==> config.mk <==
export PLATFORM = sky130hd
export DESIGN_NAME = clock60_down
export DESIGN_NICKNAME = d
export VERILOG_FILES = /design/src/rtl/clock60_down.sv
export SDC_FILE = /design/constraint.sdc
export NUM_CORES = 1
export LEC_CHECK = 0
export ABC_AREA = 1
export CORE_MARGIN = 2
export CORE_UTILIZATION = 41
export CTS_CLUSTER_DIAMETER = 200
export DETAILED_ROUTE_END_ITERATION = 16
export PLACE_DENSITY = 0.62
export SYNTH_ARGS = -nofsm -noshare
export SYNTH_HDL_FRONTEND = slang
export SYNTH_SLANG_ARGS = --single-unit
==> constraint.sdc <==
create_clock -name clks -period 2.2 [get_ports clks]
set_clock_uncertainty 0.2 [all_clocks]
set_input_delay 0.55 -clock clks [delete_from_list [all_inputs] [get_ports clks]]
set_output_delay 0.55 -clock clks [all_outputs]
set_load 0.1 [all_outputs]
==> src/rtl/clock60_down.sv <==
// MM:SS BCD countdown timer (59:59 max) with set/run/pause/done control.
// Decrements once per 1 Hz enable; bo pulses for one cycle on reaching 00:00.
module clock60_down (
    input  logic       clks,
    input  logic       sclr,
    input  logic       tick,
    input  logic       sset,
    input  logic       sinc,
    input  logic       selw,
    input  logic       start,
    output logic [3:0] s0,
    output logic [3:0] s1,
    output logic [3:0] m0,
    output logic [3:0] m1,
    output logic       bo,
    output logic       flag,
    output logic       run
);

    typedef enum logic [2:0] {StIdle, StSet, StRun, StPause, StDone} state_e;

    state_e     r_state, w_state_d;
    logic [3:0] r_s0, r_s1, r_m0, r_m1;
    logic [3:0] w_s0_d, w_s1_d, w_m0_d, w_m1_d;
    logic       r_bo, r_flag, r_run;
    logic       w_bo_d, w_flag_d;
    logic [7:0] w_sec_inc, w_min_inc, w_sec_dec, w_min_dec;
    logic       w_zero, w_one, w_sec_zero;

    // Packed result is {tens, ones}; both wrap within 00..59.
    function automatic logic [7:0] inc60(input logic [3:0] tens, input logic [3:0] ones);
        if (ones == 4'd9) begin
            if (tens == 4'd5) return 8'h00;
            return {tens + 4'd1, 4'd0};
        end
        return {tens, ones + 4'd1};
    endfunction

    function automatic logic [7:0] dec60(input logic [3:0] tens, input logic [3:0] ones);
        if (ones != 4'd0) return {tens, ones - 4'd1};
        if (tens != 4'd0) return {tens - 4'd1, 4'd9};
        return 8'h59;
    endfunction

    assign w_sec_inc  = inc60(r_s1, r_s0);
    assign w_min_inc  = inc60(r_m1, r_m0);
    assign w_sec_dec  = dec60(r_s1, r_s0);
    assign w_min_dec  = dec60(r_m1, r_m0);
    assign w_sec_zero = (r_s1 == 4'd0) && (r_s0 == 4'd0);
    assign w_zero     = w_sec_zero && (r_m1 == 4'd0) && (r_m0 == 4'd0);
    assign w_one      = (r_m1 == 4'd0) && (r_m0 == 4'd0) && (r_s1 == 4'd0) && (r_s0 == 4'd1);

    always_comb begin
        w_state_d = r_state;
        w_s0_d    = r_s0;
        w_s1_d    = r_s1;
        w_m0_d    = r_m0;
        w_m1_d    = r_m1;
        w_bo_d    = 1'b0;

        if (sset) begin
            w_state_d = StSet;
            if (r_state == StSet && sinc) begin
                if (selw) {w_m1_d, w_m0_d} = w_min_inc;
                else      {w_s1_d, w_s0_d} = w_sec_inc;
            end
        end else begin
            unique case (r_state)
                StSet:   w_state_d = StIdle;
                StIdle:  if (start && !w_zero) w_state_d = StRun;
                StRun: begin
                    // Start has priority: a tick coinciding with pause is dropped.
                    if (start) begin
                        w_state_d = StPause;
                    end else if (tick) begin
                        {w_s1_d, w_s0_d} = w_sec_dec;
                        if (w_sec_zero) {w_m1_d, w_m0_d} = w_min_dec;
                        if (w_one) begin
                            w_state_d = StDone;
                            w_bo_d    = 1'b1;
                        end
                    end
                end
                StPause: if (start) w_state_d = StRun;
                StDone:  if (start) w_state_d = StIdle;
                default: w_state_d = StIdle;
            endcase
        end

        w_flag_d = (w_state_d == StRun) && (w_m1_d == 4'd0) && (w_m0_d == 4'd0) &&
                   (((w_s1_d == 4'd0) && (w_s0_d != 4'd0)) ||
                    ((w_s1_d == 4'd1) && (w_s0_d == 4'd0)));
    end

    always_ff @(posedge clks) begin
        if (!sclr) begin
            r_state <= StIdle;
            r_s0    <= 4'd0;
            r_s1    <= 4'd0;
            r_m0    <= 4'd0;
            r_m1    <= 4'd0;
            r_bo    <= 1'b0;
            r_flag  <= 1'b0;
            r_run   <= 1'b0;
        end else begin
            r_state <= w_state_d;
            r_s0    <= w_s0_d;
            r_s1    <= w_s1_d;
            r_m0    <= w_m0_d;
            r_m1    <= w_m1_d;
            r_bo    <= w_bo_d;
            r_flag  <= w_flag_d;
            r_run   <= (w_state_d == StRun);
        end
    end

    assign s0   = r_s0;
    assign s1   = r_s1;
    assign m0   = r_m0;
    assign m1   = r_m1;
    assign bo   = r_bo;
    assign flag = r_flag;
    assign run  = r_run;

endmodule

==> run summary <==
status = completed
Area growth syn-to-layout = 58.6%
vias in the first global route = 1748
detail-routed via count per cell = 4.90
Final period util = 94.2%
ys async rst share = 0%
post-layout util = 66.3%
Avg Cell Area, Syn = 5.73 sq um
fill count = 350
placed cell count = 398
Slew HR = 81.7%
Synth cell types = 31
Chip Width = 67.4 microns
nets@finish = 366
WHS = 0.343 ns
CP endpoint kind = flop
CTS Buf Count = 3
Sw Ratio = 36.3%
commonest non-fill, non-tap cell in the layout = nand2_1
Worst Max-Slew Pin Slew = 0.274 ns
Final setup viols = 0
routability cong. = 0.892
fmax = 0.483 GHz
leakage = 1.28 nW
PortBufs = 25
crit path DAT = 2.08 ns
M3 GR Usage = 2.33%
R2R depth = 11
CTS max path bufs = 2
critical path, cell by cell = clkdlybuf4s50_1, buf_4, o21ai_0, xor2_1, nand2_1, inv_1, nand2_1, nand2_1, nand2_1, nor2_1
Slew Viols, Final = 0
Worst EP required = 2.21 ns
share of layout cells above drive strength 1 = 29.9%
antenna violation net count after detailed routing = 0
Crit-path slowest cell = clkdlybuf4s50_1
type of origin of the critical path = input port
Yosys reg bits = 22
number of antenna violations at the first check in global routing = 0
first-pass GRT wire length = 7780 microns
Min-Delay Path Class = flop to flop
WHS Path Cells = 2
# rows = 23
Final min period = 2.07 ns
clk_lat worst skew = 0.27 ns
internal power = 0.000727 W
Post-synth EDFFs = 0
post-route setup TNS = 0 ns
CP max FO = 13
total gr overflow = 0
Most Crowded Layer GR = met2
CP Class = input port to flop
DRC violations left = 0
register area share after synthesis = 26.7%
maximum vdd drop = 0.237 mV
met1 global-route usage = 31.8%
sum of buffers and inverters on the critical path = 3
worst reg2reg setup slack = 0.23 ns
commonest cells after routing, fill and taps aside = 80 x nand2_1, 43 x nor2_1, 41 x buf_4, 33 x inv_1, 31 x nand3_1
Post-Syn Area = 1650 sq um
core area = 3940 sq um
Non-Filler Instances = 408
final WL = 4590 microns
Initial Util = 41.8%
total power per unit cell area = 437 nW/um^2
r2r startpoint = m0[3]
HPWL Detailed = 3570 microns
GRT Overall Usage = 22.2%
Pre-Repair DR Iteration Count = 4
die extent in y = 67.4 microns
max-cap violations = 0
root buf cell = clkbuf_8
vias = 1999
Reg power frac = 38.9%
part of the power in the clock network = 26.9%
Comb pwr share = 34.3%
Syn Nets = 295
cell repeated most along the worst path = nand2_1
Hold Violations, Final = 0
hold endpoint = r_state[2]
DIE AREA = 4550 sq um
delay-heaviest family, CP = buffers and inverters
Slowest Stage Delay on Critical Path = 0.43 ns
synth warn = 0
Worst path depth = 10
clock sinks = 22
I/O pins = 26
GR Layer Usage met2 = 35.5%
drt wl/cell = 11.2 microns
largest net degree at the start of global routing = 14
CTS tree = done
clock slew at reported path FFs = 0.09 ns
Post-synth top flop = dfxtp_1
DRT iter0 DRCs = 124
net load switching power = 0.000415 W
Antenna Cells = 0
H-tree Lvls = 1
Hold Crit Start = r_state[2]
RR Endpoint = flag
synthesized instance count = 288
-- repair_timing --
item                                    CTS  global route
endpoints found under the setup margin    1             1
gates resized for setup                   5            19
hold buffers                              0             0
gates cloned                              1             0
hold endpoints to repair                  0             0
setup buffers                             0             5
pin swaps                                 1            12
-- cell families after synthesis --
family / synth area share, %
simple gates: 49.7
buf+inv: 10.6
xor+xnor: 2.12
compound gates: 10.9
flops: 26.7
-- flip-flops by register name, indices dropped and copies added (netlist names) --
signal   flops
bo           1
flag         1
m0           4
m1           4
r_state      3
run          1
s0           4
s1           4
-- power by group through the flow --
stage / sequential, W / clock, W / combinational (W)
floorplan: 0.000534 / 0 / 0.000148
global placement: 0.000454 / 0 / 0.000377
detailed placement: 0.000453 / 0 / 0.000378
CTS: 0.000444 / 0.000314 / 0.000384
global route: 0.000447 / 0.000331 / 0.000427
finish: 0.000444 / 0.000307 / 0.000391
-- synthesized netlist by cell type (2+ instances only) --
library cell | count | area share, %
nand4_1 | 5 | 1.9
nand2_1 | 84 | 19
o21ai_1 | 4 | 1.2
nand3_1 | 31 | 9.4
nor2_2 | 4 | 1.5
nor3_1 | 6 | 1.8
nor2_1 | 46 | 10
xor2_1 | 4 | 2.1
nand3_2 | 3 | 1.8
inv_1 | 36 | 8.2
o211ai_1 | 2 | 0.91
o21ai_0 | 7 | 2.1
a21oi_1 | 14 | 4.2
nor2_4 | 3 | 2.0
inv_2 | 2 | 0.46
dfxtp_1 | 22 | 27
-- worst max path at each step --
stage | start | endpoint | slack (ns)
CTS | sinc | flag | 0.006
floorplan | m1[2] | flag | 0.05
detailed placement | start | flag | -0.36
global placement | start | flag | -0.32
finish | sset | flag | 0.13
global route | sset | flag | -0.01
-- metal layers --
layer  up-vias  share of wire, %
li1       1068                 -
met1       893                50
met2        34                46
met3         4               3.0
met4         0              0.74
met5         -                 0
-- final cells by class --
type                       instances  area (sq um)  area share (%)
clock buffer                       4          55.1            2.11
inverter                          39           149            5.69
multi-input combinational        223          1090            41.6
sequential                        22           458            17.5
tap                               50          62.6            2.39
timing repair buffer              70           803            30.7
-- per-stage QoR --
stage	worst slack [ns]	instance area, sq um	total power (W)
final	0.129	2620	0.00114
after global placement	-0.316	2440	0.000830
after floorplan	0.0459	1670	0.000682
after CTS	0.00553	2520	0.00114
after detailed placement	-0.358	2440	0.000831
after global routing	-0.0138	2620	0.00121
-- tightest hold or removal path, delay by kind of cell, from the launching register on --
family          cells  cell delay, ns
flops               1            0.34
simple gates        1            0.10
compound gates      1            0.07
(Power assumes the default switching activity.)
